<file path="config.mk">
export PLATFORM = sky130hd
export DESIGN_NAME = intc186
export DESIGN_NICKNAME = d
export VERILOG_FILES = /design/src/rtl/intc186.sv
export SDC_FILE = /design/constraint.sdc
export NUM_CORES = 1
export LEC_CHECK = 0
export BUFFER_PORTS_ARGS = -buffer_cell sky130_fd_sc_hd__buf_2
export CAP_MARGIN = 20
export CORE_MARGIN = 2
export CORE_UTILIZATION = 45
export DETAILED_ROUTE_END_ITERATION = 8
export PLACE_DENSITY_LB_ADDON = 0.2
export SYNTH_ARGS = -nofsm -noshare
export SYNTH_HDL_FRONTEND = slang
export SYNTH_SLANG_ARGS = --single-unit
export TNS_END_PERCENT = 10
</file>
<file path="constraint.sdc">
create_clock -name clk -period 25 [get_ports clk]
set_clock_uncertainty 0.15 [all_clocks]
set_input_delay 3.75 -clock clk [delete_from_list [all_inputs] [get_ports clk]]
set_output_delay 3.75 -clock clk [all_outputs]
set_load 0.1 [all_outputs]
</file>
<file path="src/rtl/intc186.sv">
// 80186-style interrupt controller (master, non-cascaded) for the Zet Wishbone I/O window 0xFF20-0xFF3E.
// Define INTC186_LEVEL_EN to build the per-source level-trigger (LTM) request path.
module intc186 #(
    parameter logic [7:0] SPUR_VEC = 8'h07
) (
    input  logic        clk,
    input  logic        rst,
    input  logic [3:0]  wb_adr_i,
    input  logic [15:0] wb_dat_i,
    output logic [15:0] wb_dat_o,
    input  logic [1:0]  wb_sel_i,
    input  logic        wb_we_i,
    input  logic        wb_stb_i,
    input  logic        wb_cyc_i,
    output logic        wb_ack_o,
    input  logic        tmr_i,
    input  logic        dma0_i,
    input  logic        dma1_i,
    input  logic [3:0]  int_i,
    input  logic        inta_i,
    output logic        intr_o,
    output logic [7:0]  vec_o
);

    localparam logic [3:0] ADR_EOI     = 4'd1;
    localparam logic [3:0] ADR_POLL    = 4'd2;
    localparam logic [3:0] ADR_POLLSTS = 4'd3;
    localparam logic [3:0] ADR_MASK    = 4'd4;
    localparam logic [3:0] ADR_PRIMSK  = 4'd5;
    localparam logic [3:0] ADR_INSERV  = 4'd6;
    localparam logic [3:0] ADR_REQST   = 4'd7;
    localparam logic [3:0] ADR_TCUCON  = 4'd9;

    // Bit n of every 8-bit source vector has interrupt type 0x08+n; bit 1 has no source.
    logic [7:0] src, sync1, sync2, sync3, rise;
    logic [7:0] req, req_n, inserv, inserv_n, msk;
    logic [2:0] pr [8];
    logic [2:0] primsk;
    logic       inta_q, ack_d;

    logic       wb_acc, wr_lo, poll_rd, eoi, ack, ack_inta;
    logic       ctl_hit;
    logic [2:0] ctl_bit;
    logic [3:0] isr_min, win_pr;
    logic [2:0] isr_top, win_idx;
    logic       win_valid;
    logic [7:0] ack_set, eoi_clr;
    logic [15:0] poll_word, rd_data, ctl_word;
    logic       unused_dat;

`ifdef INTC186_LEVEL_EN
    logic [7:0] ltm;
`endif

    assign src      = {int_i, dma1_i, dma0_i, 1'b0, tmr_i};
    assign rise     = sync2 & ~sync3;

    assign wb_acc   = wb_stb_i & wb_cyc_i & ~wb_ack_o;
    assign wr_lo    = wb_acc & wb_we_i & wb_sel_i[0];
    assign poll_rd  = wb_acc & ~wb_we_i & (wb_adr_i == ADR_POLL);
    assign eoi      = wb_acc & wb_we_i & (wb_adr_i == ADR_EOI) & (&wb_sel_i);
    assign ack_inta = inta_i & ~inta_q;
    assign ack      = ack_inta | poll_rd;

    assign ctl_hit  = (wb_adr_i >= ADR_TCUCON);
    assign ctl_bit  = (wb_adr_i == ADR_TCUCON) ? 3'd0 : wb_adr_i[2:0];

    assign unused_dat = ^wb_dat_i[14:8];

    // Highest-priority in-service level; 8 means nothing is in service.
    always_comb begin
        isr_min = 4'd8;
        isr_top = 3'd0;
        for (int i = 0; i < 8; i++) begin
            if (inserv[i] && ({1'b0, pr[i]} < isr_min)) begin
                isr_min = {1'b0, pr[i]};
                isr_top = 3'(i);
            end
        end
    end

    // Strict compare keeps the lower bit index on PR ties (TMR > D0 > D1 > I0..I3).
    always_comb begin
        win_valid = 1'b0;
        win_pr    = 4'd8;
        win_idx   = 3'd0;
        for (int i = 0; i < 8; i++) begin
            if (req[i] && !msk[i] && (pr[i] <= primsk) &&
                ({1'b0, pr[i]} < isr_min) && ({1'b0, pr[i]} < win_pr)) begin
                win_valid = 1'b1;
                win_pr    = {1'b0, pr[i]};
                win_idx   = 3'(i);
            end
        end
    end

    assign ack_set   = (ack && win_valid) ? (8'b1 << win_idx) : 8'h00;
    assign poll_word = {win_valid, 10'h000, win_valid ? {2'b01, win_idx} : 5'h00};

    always_comb begin
        eoi_clr = 8'h00;
        if (eoi) begin
            if (wb_dat_i[15]) begin
                if (!isr_min[3])
                    eoi_clr = 8'b1 << isr_top;
            end else if (wb_dat_i[4:3] == 2'b01 && wb_dat_i[2:0] != 3'd1) begin
                eoi_clr = 8'b1 << wb_dat_i[2:0];
            end
        end
    end

    always_comb begin
        inserv_n = inserv;
        if (wr_lo && wb_adr_i == ADR_INSERV)
            inserv_n = wb_dat_i[7:0] & 8'hFD;
        inserv_n = (inserv_n & ~eoi_clr) | ack_set;
    end

    always_comb begin
        req_n = (req & ~ack_set) | rise;
`ifdef INTC186_LEVEL_EN
        req_n = (req_n & ~ltm) | (sync2 & ltm);
`endif
    end

    always_comb begin
        ctl_word = {11'h000, 1'b0, msk[ctl_bit], pr[ctl_bit]};
`ifdef INTC186_LEVEL_EN
        ctl_word[4] = ltm[ctl_bit];
`endif
    end

    always_comb begin
        rd_data = 16'h0000;
        case (wb_adr_i)
            ADR_POLL, ADR_POLLSTS: rd_data = poll_word;
            ADR_MASK:              rd_data = {8'h00, msk & 8'hFD};
            ADR_PRIMSK:            rd_data = {13'h0000, primsk};
            ADR_INSERV:            rd_data = {8'h00, inserv};
            ADR_REQST:             rd_data = {8'h00, req};
            default:               rd_data = ctl_hit ? ctl_word : 16'h0000;
        endcase
    end

    always_ff @(posedge clk) begin
        if (rst) begin
            sync1    <= 8'h00;
            sync2    <= 8'h00;
            sync3    <= 8'h00;
            req      <= 8'h00;
            inserv   <= 8'h00;
            msk      <= 8'hFF;
            primsk   <= 3'd7;
            inta_q   <= 1'b0;
            ack_d    <= 1'b0;
            intr_o   <= 1'b0;
            vec_o    <= SPUR_VEC;
            wb_ack_o <= 1'b0;
            wb_dat_o <= 16'h0000;
            for (int i = 0; i < 8; i++)
                pr[i] <= 3'd7;
`ifdef INTC186_LEVEL_EN
            ltm      <= 8'h00;
`endif
        end else begin
            sync1    <= src;
            sync2    <= sync1;
            sync3    <= sync2;
            req      <= req_n;
            inserv   <= inserv_n;
            inta_q   <= inta_i;
            ack_d    <= ack;
            // Hold intr_o low for two cycles after any acknowledge so the CPU sees a clean drop.
            intr_o   <= win_valid & ~ack & ~ack_d;
            wb_ack_o <= wb_acc;
            if (wb_acc)
                wb_dat_o <= wb_we_i ? 16'h0000 : rd_data;
            if (ack)
                vec_o <= win_valid ? {5'b00001, win_idx} : SPUR_VEC;
            if (wr_lo) begin
                if (wb_adr_i == ADR_MASK)
                    msk <= wb_dat_i[7:0] | 8'h02;
                if (wb_adr_i == ADR_PRIMSK)
                    primsk <= wb_dat_i[2:0];
                if (ctl_hit) begin
                    pr[ctl_bit]  <= wb_dat_i[2:0];
                    msk[ctl_bit] <= wb_dat_i[3];
`ifdef INTC186_LEVEL_EN
                    ltm[ctl_bit] <= wb_dat_i[4];
`endif
                end
            end
        end
    end

endmodule

</file>
# Word-level counts from Yosys, hierarchy flattened
# Memories as Yosys holds them, arrays and structs flattened.
# Index checks and enable logic that the tools add are counted.
totals:
  ff_bits: 79
  ramBits: 24
  inputBits: 35
  output_inout_bits: 26
  wordCells: 207
  mem_count: 1
classes:
  n_lt_le_gt_ge: 33
  n_eq_ne: 10
  shifts: 3
  mux: 67
  bitwise: 25
  reduce_logical: 54
memory_table:
  columns: ["memory", "depth", "word_bits", "rd", "rd_clocked_by_memory_dff", "wr", "line_no", "source"]
  rows:
  - ["pr", 8, 3, 9, 0, 8, "37", "logic [2:0] pr [8];"]
ops:
  columns: ["operator", "count"]
  rows:
  - ["$lt 3x4->1", 22]
  - ["$mux 8", 10]
  - ["$pmux 16 s5", 1]
  - ["$mux 4", 18]
  - ["$logic_and 1x1->1", 42]
  - ["$mux 3", 13]
  - ["$and 8x8->8", 3]
  - ["$le 3x3->1", 8]
  - ["$not 8->8", 3]
  - ["$shl 1x3->8 const A", 3]
  - ["$mux 1", 19]
  - ["$eq 4x3->1 const B", 4]
  - ["$mux 16", 1]
  - ["$or 8x8->8", 2]
  - ["$and 1x1->1", 11]
  - ["$bwmux 8", 1]
  - ["$eq 4x2->1 const B", 2]
  - ["$logic_not 1->1", 8]
  - ["$not 1->1", 5]
  - ["$eq 4x1->1 const B", 1]
  - ["$eq 4x4->1 const B", 1]
  - ["$ge 4x4->1 const B", 1]
  - ["$lt 3x4->1 const B", 1]
  - ["$mux 2", 2]
  - ["9 further kinds", 10]

# Logic depth before layout (Yosys ltp)
# Gate-level depths: netlist of the first run.
# An unclocked memory read counts as a cell.
logic_depth:
  depth_word: 52
  mapped_depth: 115
  mapped_depth_nobuf: 111

# Worst setup path before layout of the first run
# No wires, ideal clock.
synth_path:
  kind: "register to register"
  from: "register inserv[0]"
  to: "register inserv[3]"
  setup_time_ns: 0.116
  t_arrival_ns: 19.200
  t_required_ns: 24.734
  path_slack_ns: 5.533
  path_stages_with_launch: 108
  path_buffers: 4
  period_less_slack_ns: 19.467
  path_cell_list: "dfxtp_1 > buf_6 > nand2_1 > ha_1 > nand2b_1 > a211oi_2 > a21o_1 > nand2_1 > o21ai_0 > inv_1 > ha_1 > o21ai_0 > nand3b_1 > o31ai_1 > nor3_1 > nand2_1 > o21ai_0 > inv_1 > [72 not listed] > o221ai_2 > a21oi_1 > a21oi_2 > mux2i_1 > ha_1 > a2111oi_1 > a31oi_4 > mux2_2 > ha_1 > nor2_1 > nand2_1 > or3_1 > o2111ai_1 > a22oi_4 > nand3_4 > nor2b_2 > buf_6 > a41o_1"
synth_via:
  elab_chain_len: 49
  elab_cells_between_ends: 91
  cone_classes: "order compare (22); shift (2); mux (41); bitwise (3); reduce/logical (23)"
synth_lines:
  columns: ["element", "line_no", "source"]
  rows:
  - ["from (decl)", "36", "logic [7:0] req, req_n, inserv, inserv_n, msk;"]
  - ["from (signal assigned)", "170", "inserv <= inserv_n;"]
  - ["$mux 4 (*)", "75", "if (inserv[i] && ({1'b0, pr[i]} < isr_min)) begin"]
  - ["$lt 3x4->1", "75", null]
  - ["$logic_and 1x1->1", "75", null]
  - ["$mux 4", "75", null]
  - ["$lt 3x4->1", "75", null]
  - ["$logic_and 1x1->1", "75", null]
  - ["$mux 4", "75", null]
  - ["$lt 3x4->1", "75", null]
  - ["[33 not listed]", null, null]
  - ["$logic_and 1x1->1", "89", "({1'b0, pr[i]} < isr_min) && ({1'b0, pr[i]} < win_pr)) begin"]
  - ["$mux 4", "88", "if (req[i] && !msk[i] && (pr[i] <= primsk) &&"]
  - ["$lt 3x4->1", "89", null]
  - ["$logic_and 1x1->1", "89", null]
  - ["$mux 3 or $mux 1 (tied branches)", "88", null]
  - ["$shl 1x3->8 or $logic_and 1x1->1 (tied branches)", "97", "assign ack_set = (ack && win_valid) ? (8'b1 << win_idx) : 8'h00;"]
  - ["$mux 8", "97", null]
  - ["$or 8x8->8 (*)", "116", "inserv_n = (inserv_n & ~eoi_clr) | ack_set;"]
# Every way passes the cells marked *; elsewhere a longest branch is shown, timed or not.
# A chain may end at the register's enable or synchronous reset.

# Worst setup path in the final report of the first run
layout_path:
  from: "register inserv[0]"
  to: "register req[2]"
layout_via:
  elab_chain_len: 51
  elab_cells_between_ends: 80
  cone_classes: "order compare (22); shift (1); mux (31); bitwise (3); reduce/logical (23)"
layout_lines:
  columns: ["element", "line_no", "source"]
  rows:
  - ["$mux 4 (*)", "75", null]
  - ["$lt 3x4->1", "75", null]
  - ["$logic_and 1x1->1", "75", null]
  - ["$mux 4 (*)", "75", null]
  - ["$lt 3x4->1", "75", null]
  - ["$logic_and 1x1->1", "75", null]
  - ["$mux 4 (*)", "75", null]
  - ["$lt 3x4->1", "75", null]
  - ["[35 not listed]", null, null]
  - ["$lt 3x4->1", "89", null]
  - ["$logic_and 1x1->1", "89", null]
  - ["$mux 3 or $mux 1 (tied branches)", "88", null]
  - ["$shl 1x3->8 or $logic_and 1x1->1 (tied branches)", "97", null]
  - ["$mux 8 (*)", "97", null]
  - ["$not 8->8 (*)", "120", "req_n = (req & ~ack_set) | rise;"]
  - ["$and 8x8->8 (*)", "120", null]
  - ["$or 8x8->8 (*)", "120", null]
  - ["to (signal assigned)", "169", "req <= req_n;"]
  - ["to (decl)", "36", null]
# Marked as above.

==> results of run 1 <==
[state kept, by name (all words and copies together) (netlist names)]
signal	cells
ack_d	1
inserv	8
inta_q	1
intr_o	1
msk	8
pr	24
primsk	3
req	8
sync1	7
sync2	7
sync3	7
vec_o	4
wb_ack_o	1
wb_dat_o	9
[logic make-up (layout without fill, tap and decap cells)]
group	count (synthesis)	after routing	synth area share, %
DFF	89	89	26.56
muxes	29	29	4.075
AOI/OAI and AO/OA	304	304	29.40
buffers and inverters	110	113	6.623
adders and majority gates	58	58	9.532
other	2	14	0.09864
and+or+nand+nor	344	344	23.71
[power breakdown]
| part | total, uW | switching (uW) | internal [uW] |
|---|---|---|---|
| sequential | 155 | 3.62 | 151 |
| combinational | 43.2 | 30.9 | 12.3 |
| clock | 139 | 60.2 | 78.5 |
[routing by layer]
| layer | part of all wire (%) | GRT usage [%] | up-vias |
|---|---|---|---|
| met5 | 0 | 0 | - |
| li1 | - | - | 3494 |
| met1 | 45 | 35.13 | 3351 |
| met3 | 6.3 | 3.364 | 70 |
| met4 | 3.9 | 11.23 | 0 |
| met2 | 44 | 41.68 | 284 |
[Yosys cell counts, drive strengths merged (5+ instances only)]
cell / instances / area share, %
o21a: 12 / 1.2
a31o: 5 / 0.58
nand4: 5 / 0.41
o21ai: 65 / 4.3
dfxtp: 65 / 17
a22oi: 12 / 1.4
inv: 50 / 2.5
nand2: 82 / 4.0
o211ai: 8 / 0.79
a31oi: 20 / 2.0
o22ai: 7 / 0.58
nand2b: 31 / 2.5
a2111oi: 5 / 0.67
o31ai: 10 / 0.99
edfxtp: 24 / 9.5
or2: 8 / 0.66
or3: 18 / 1.5
and2: 11 / 0.90
ha: 58 / 9.5
a211oi: 10 / 1.1
a21o: 20 / 2.1
buf: 25 / 2.4
nand3: 34 / 2.4
nor2: 73 / 3.7
mux2i: 25 / 3.3
clkbuf: 35 / 1.7
o2111ai: 9 / 1.1
o311ai: 6 / 0.69
nor3: 18 / 1.2
nor2b: 35 / 2.9
a21oi: 55 / 3.7
[worst reg2reg max path: cells and delay by family (launching register included)]
| kind | cells | cell delay, ns |
|---|---|---|
| AND/OR/NAND/NOR | 29 | 4.56 |
| buffers and inverters | 4 | 0.30 |
| AO/OA/AOI/OAI | 50 | 11.41 |
| multiplexers | 5 | 1.74 |
| adder cells (fa/ha/maj) | 15 | 3.94 |
| flip-flops | 1 | 0.64 |
[worst min path at each step]
stage,from,end,slack [ns],cells past startpoint
2_1_floorplan,ack_d,intr_o,0.23,1
3_3_place_gp,ack_d,intr_o,0.26,1
3_5_place_dp,ack_d,intr_o,0.27,1
4_1_cts,ack_d,intr_o,0.28,1
5_1_grt,ack_d,intr_o,0.30,1
6_report,ack_d,intr_o,0.27,1
[placed cells by master, fill, tap and decap left out, types with 4 or more instances in the layout]
cell type and count:
a22oi_1 11, ha_1 58, a21o_1 19, or3_1 18, a32oi_1 4, nor2_1 72
a21boi_0 4, o21bai_1 4, buf_4 5, nor3_1 17, nand3_1 33, o21ai_0 53
dfxtp_1 65, conb_1 14, inv_1 50, clkbuf_16 9, and2_1 11, a31oi_1 18
mux2i_1 25, nand3b_1 4, o21ai_1 12, nor2b_1 34, o22ai_1 7, o21a_1 12
nand4_1 5, a21oi_1 54, or2_2 6, a31o_1 4, buf_2 42, and3_1 4
edfxtp_1 24, o31ai_1 9, nand2_1 82, o211ai_1 8, a211oi_1 8, nor3b_1 4
nand2b_1 31, o2111ai_1 8, o211a_1 4
[timing repair]
item | in CTS | in global routing
resized for setup | 0 | 3
hold buffers | 0 | 0
setup buffers | 0 | 1
setup endpoints to repair | 0 | 22
[area by class of cell]
cell class / count / area [um2]
inverters: 50 / 187.7
multi-input cells: 749 / 5150
flip-flops and latches: 89 / 2022
clock inverters: 7 / 78.83
well taps: 220 / 275.3
repair buffers: 47 / 247.7
fillers: 1639 / 8397
clock buffers: 9 / 225.2
[metrics by stage]
stage,area [um2],hold WS [ns]
floorplan,7659,0.2262
global placement,7858,0.2561
detailed placement,7858,0.2706
CTS,8162,0.2802
global route,8187,0.2963
finish,8187,0.2696
==> results.ini, run 1 <==
[clock_network]
cts_buffers = 9
root_buffer = clkbuf_16
clk_latency_ns = 0.35
cts.sinks = 89
clk_pin_slew_ns = 0.07
cts_tree = done
clockBufferDepth = 2
htree_levels = 3

[critical_path]
crit_type = reg2reg
r2r_slack_ns = 2.11
cp.depth = 103
path_delay_family = compound AO/OA/AOI/OAI gates
crit_fanout = 11
startpoint_type = flop
required_ns = 25.04
startpoint = inserv[0]
critPathMaxStageDelay_ns = 0.66
reg2reg_from = inserv[0]
end_kind = flop
rr_worst_depth = 103
crit_slowest_cell = a2111oi_0
worst-path-buf-inv = 4
critPathArrivalTime_ns = 22.94
cp-endpoint = req[2]
r2r_end = req[2]
worst_path_most_repeated_cell = ha_1

[logic_synthesis]
synth.avg_cell_area_um2 = 8.134
netlist-cell-type-count = 101
ys.flop_type = dfxtp_1
yosysWarnings = 0
synth_seq_cells = 89
synthCells = 936
synth_area_um2 = 7614
synth-async-reset-ratio_pct = 0
synth_edf_count = 24
ys_seq_area_share_pct = 26.56

[sta]
fin_ws_ns = 2.107
period_minus_slack_ns = 22.89
finalCritPeriodShare_pct = 91.57
finalHoldViolCount = 0
setup_viol = 0
rsz0062_at_grt = no
worstMarginPinSlew_ns = 1.014
maxClockFrequency_ghz = 0.04368
relSlewSlack_pct = 31.90
maxSlewViolCount = 0
tns_ns = 0

[global_routing]
grt_max_degree = 58
grt_pass1_vias = 6715
grt-ovfl-total = 0
antenna_found_initial = 0
grt_usage_pct = 25.96
grt_first_pass_wirelength_mm = 36.48

[job]
max-cap-violations = 0

[floorplanning]
start_util_pct = 45.91
dieArea_um2 = 17980
ioPinCount = 61
die_y_um = 134.1
core_area_um2 = 16580
std_cell_rows = 47
dieWidth_um = 134.1

[detailed_routing]
final_antenna_net_count = 0
routed_wl_mm = 23.20
vias_per_cell = 6.148
drc = 0
drt_iter0_drc = 579
vias = 7199
dr.pass1.iters = 6
wl_per_cell_um = 19.81

[power_and_ir_drop]
powerDensity_nw_per_um2 = 41.13
cellLeakagePower_uw = 0.003110
finalPower_uw = 336.7
vdd_ir_drop_max_uv = 42.64

[placed_design]
portBuffers = 42
dp_hpwl_mm = 17.60
gp_congestion = 0.9880
dp_slack_ns = 1.359
post-place-cells = 1154

[cells_and_area]
layout.nets = 1039
layout-drive-gt1-share_pct = 11.36
syn_to_final_growth_pct = 7.527
utilization_pct = 49.37
antennaDiodeCount = 0
stdcell_count = 1171

[outcome]
status = finished clean

[hold_path]
hp-class = reg2reg

Note: power is estimated with default switching activity, not from simulation.
==> run 2, diff against run 1 <==
--- a/config.mk
+++ b/config.mk
@@ -10,6 +10,7 @@
 export CORE_MARGIN = 2
 export CORE_UTILIZATION = 45
 export DETAILED_ROUTE_END_ITERATION = 8
+export MAX_ROUTING_LAYER = met4
 export PLACE_DENSITY_LB_ADDON = 0.2
 export SYNTH_ARGS = -nofsm -noshare
 export SYNTH_HDL_FRONTEND = slang
==> run 2 against run 1 <==
  * Cell count grew 0.17%
  * Hold slack lost 0.0033 ns
  * Critical path depth grew 3
  * Worst setup slack gained 0.038 ns
  * Non-clock buffer count grew 1
  * Utilization grew 0.17 points
  * Register-to-register slack gained 0.04 ns
  * Critical path type unchanged
==> results.ini, run 2 (synthesis results as in run 1) <==
[cells_and_area]
layout_common_cells = nand2_1, nor2_1, dfxtp_1, ha_1, a21oi_1  ; unchanged
layout_commonest_cell = nand2_1  ; unchanged
syn_to_final_growth_pct = 7.905  ; was 7.527%
largest_register_ffs = 24  ; unchanged
design_area_um2 = 8215  ; was 8187 um2
n_fill_cell = 1686  ; was 1,639
top_regs = pr (24), wb_dat_o (9)  ; unchanged
layout-drive-gt1-share_pct = 11.45  ; was 11.36%
layout.nets = 1040  ; was 1,039
regMostFlops = pr  ; unchanged

[placed_design]
dpl_cell_area_um2 = 7865  ; was 7858 um2
portBuffers = 42  ; unchanged
gp_congestion = 1.001  ; was 0.9880
dp_hpwl_mm = 17.55  ; was 17.60 mm

[critical_path]
path_delay_family = compound AO/OA/AOI/OAI gates  ; unchanged
end_kind = flop  ; unchanged
critPathArrivalTime_ns = 22.90  ; was 22.94 ns
required_ns = 25.04  ; about the same
worst-path-buf-inv = 6  ; was 4
crit_slowest_cell = dfxtp_1  ; was a2111oi_0
critPathMaxStageDelay_ns = 0.65  ; was 0.66 ns
crit_fanout = 11  ; unchanged
startpoint_type = flop  ; unchanged
crit_type = reg2reg  ; unchanged
worst_path_most_repeated_cell = ha_1  ; unchanged

[floorplanning]
ioPinCount = 61  ; unchanged
dieArea_um2 = 17980  ; unchanged
std_cell_rows = 47  ; unchanged
core_area_um2 = 16580  ; unchanged
dieWidth_um = 134.1  ; unchanged
start_util_pct = 45.91  ; unchanged
die_y_um = 134.1  ; unchanged

[power_and_ir_drop]
cellLeakagePower_uw = 0.003125  ; was 0.003110 uW
powerDensity_nw_per_um2 = 41.61  ; was 41.13 nW/um2
clkPwrFrac_pct = 42.0  ; was 41.2%
vdd_ir_drop_max_uv = 43.76  ; was 42.64 uV
switchingPower_uw = 93.86  ; was 94.73 uW
p_seq_share_pct = 45.3  ; was 46.0%
p_int_uw = 248.0  ; was 242.0 uW
p_comb_share_pct = 12.7  ; was 12.8%
switching_share_pct = 27.46  ; was 28.13%

[sta]
relSlewSlack_pct = 35.72  ; was 31.90%
period_minus_slack_ns = 22.86  ; was 22.89 ns
maxSlewViolCount = 0  ; unchanged
worstMarginPinSlew_ns = 0.9569  ; was 1.014 ns
tns_ns = 0  ; unchanged
hold_ws_ns = 0.2663  ; was 0.2696 ns
finalHoldViolCount = 0  ; unchanged
setup_viol = 0  ; unchanged
rsz0062_at_grt = no  ; unchanged
finalCritPeriodShare_pct = 91.42  ; was 91.57%
maxClockFrequency_ghz = 0.04375  ; was 0.04368 GHz

[global_routing]
grt-ovfl-total = 0  ; unchanged
grt_max_degree = 58  ; unchanged
grt_first_pass_wirelength_mm = 36.56  ; was 36.48 mm
grt_pass1_vias = 6680  ; was 6,715
grt_usage_pct = 26.77  ; was 25.96%
antenna_found_initial = 0  ; unchanged

[detailed_routing]
drt_iter0_drc = 711  ; was 579
routed_wl_mm = 23.27  ; was 23.20 mm
vias = 7275  ; was 7,199
drc = 0  ; unchanged
wl_per_cell_um = 19.84  ; was 19.81 um
vias_per_cell = 6.202  ; was 6.148
dr.pass1.iters = 5  ; was 6
final_antenna_net_count = 0  ; unchanged

[hold_path]
hp-class = reg2reg  ; unchanged

[outcome]
status = finished clean  ; unchanged

[clock_network]
clk_latency_ns = 0.35  ; about the same
htree_levels = 3  ; unchanged
clk_pin_slew_ns = 0.07  ; about the same
cts.sinks = 89  ; unchanged
clockBufferDepth = 2  ; unchanged
root_buffer = clkbuf_16  ; unchanged
cts_buffers = 9  ; unchanged
cts_hold_buf = 0  ; unchanged
cts_tree = done  ; unchanged

[job]
max-cap-violations = 0  ; unchanged

==> run 2: cell types whose count changed in the layout (fill, tap and decap cells not counted) <==
cell / change
diode_2: +1
clkinv_4: +2
clkbuf_16: +1
buf_4: +1
clkinvlp_4: -1
clkinv_2: -1
inv_8: -1
==> run 2: through the flow <==
| step | util, % | instances | total power, uW | setup WS, ns |
|---|---|---|---|---|
| after floorplan | - | 948 | 191.0 | 5.533 |
| after global placement | 47.43 | 1155 | 200.2 | 1.531 |
| after detailed placement | 47.43 | 1155 | 200.6 | 1.424 |
| after CTS | 49.37 | 1171 | 344.0 | 1.326 |
| after global routing | 49.52 | 1172 | 353.1 | 0.08544 |
| final | 49.54 | 1173 | 341.8 | 2.145 |
==> run 2: power by group through the flow <==
| stage | sequential [uW] | clock, uW | combinational [uW] |
|---|---|---|---|
| 2_1_floorplan | 158 | 0 | 32.5 |
| 3_3_place_gp | 158 | 0 | 42.3 |
| 3_5_place_dp | 158 | 0 | 42.7 |
| 4_1_cts | 155 | 146 | 42.9 |
| 5_1_grt | 155 | 151 | 47.1 |
| 6_report | 155 | 144 | 43.3 |
==> run 2: area by class of cell <==
| class | count | area, um2 | area share [%] |
|---|---|---|---|
| Multi-Input combinational cell | 749 | 5150 | 62.69 |
| Sequential cell | 89 | 2022 | 24.61 |
| Tap cell | 220 | 275.3 | 3.351 |
| Timing Repair Buffer | 48 | 255.2 | 3.107 |
| Clock buffer | 10 | 250.2 | 3.046 |
| Inverter | 50 | 187.7 | 2.284 |
| Clock inverter | 6 | 72.57 | 0.8833 |
| Antenna cell | 1 | 2.502 | 0.03046 |
==> run 2: path summary, 6_finish.rpt <==
| kind | slack, ns | startpoint | end | cells after the start |
|---|---|---|---|---|
| worst max-delay path | 2.14 | inserv[0] | req[1] | 106 |
| worst min register to register | 0.27 | ack_d | intr_o | 1 |
| worst max register to register | 2.14 | inserv[0] | req[1] | 106 |
| worst min-delay path | 0.27 | ack_d | intr_o | 1 |
==> run 2: routing by layer <==
layer	wire length (um)	track usage, %
met1	10650	35.37
met2	10590	42.34
met4	725	9.883
met3	1310	3.212
met5	0	-
==> run 2: repair_timing <==
item	4_1_cts	5_1_grt
setup endpoints to repair	0	22
setup buffers	0	1
resized for setup	0	3
==> run 2: worst register-to-register path: cells and delay by family (launching register included) <==
family / cells / cell delay, ns
AOI/OAI and AO/OA: 52 / 11.66
and+or+nand+nor: 28 / 4.04
adders and majority gates: 15 / 4.00
muxes: 5 / 1.76
DFF: 1 / 0.65
buffers and inverters: 6 / 0.49
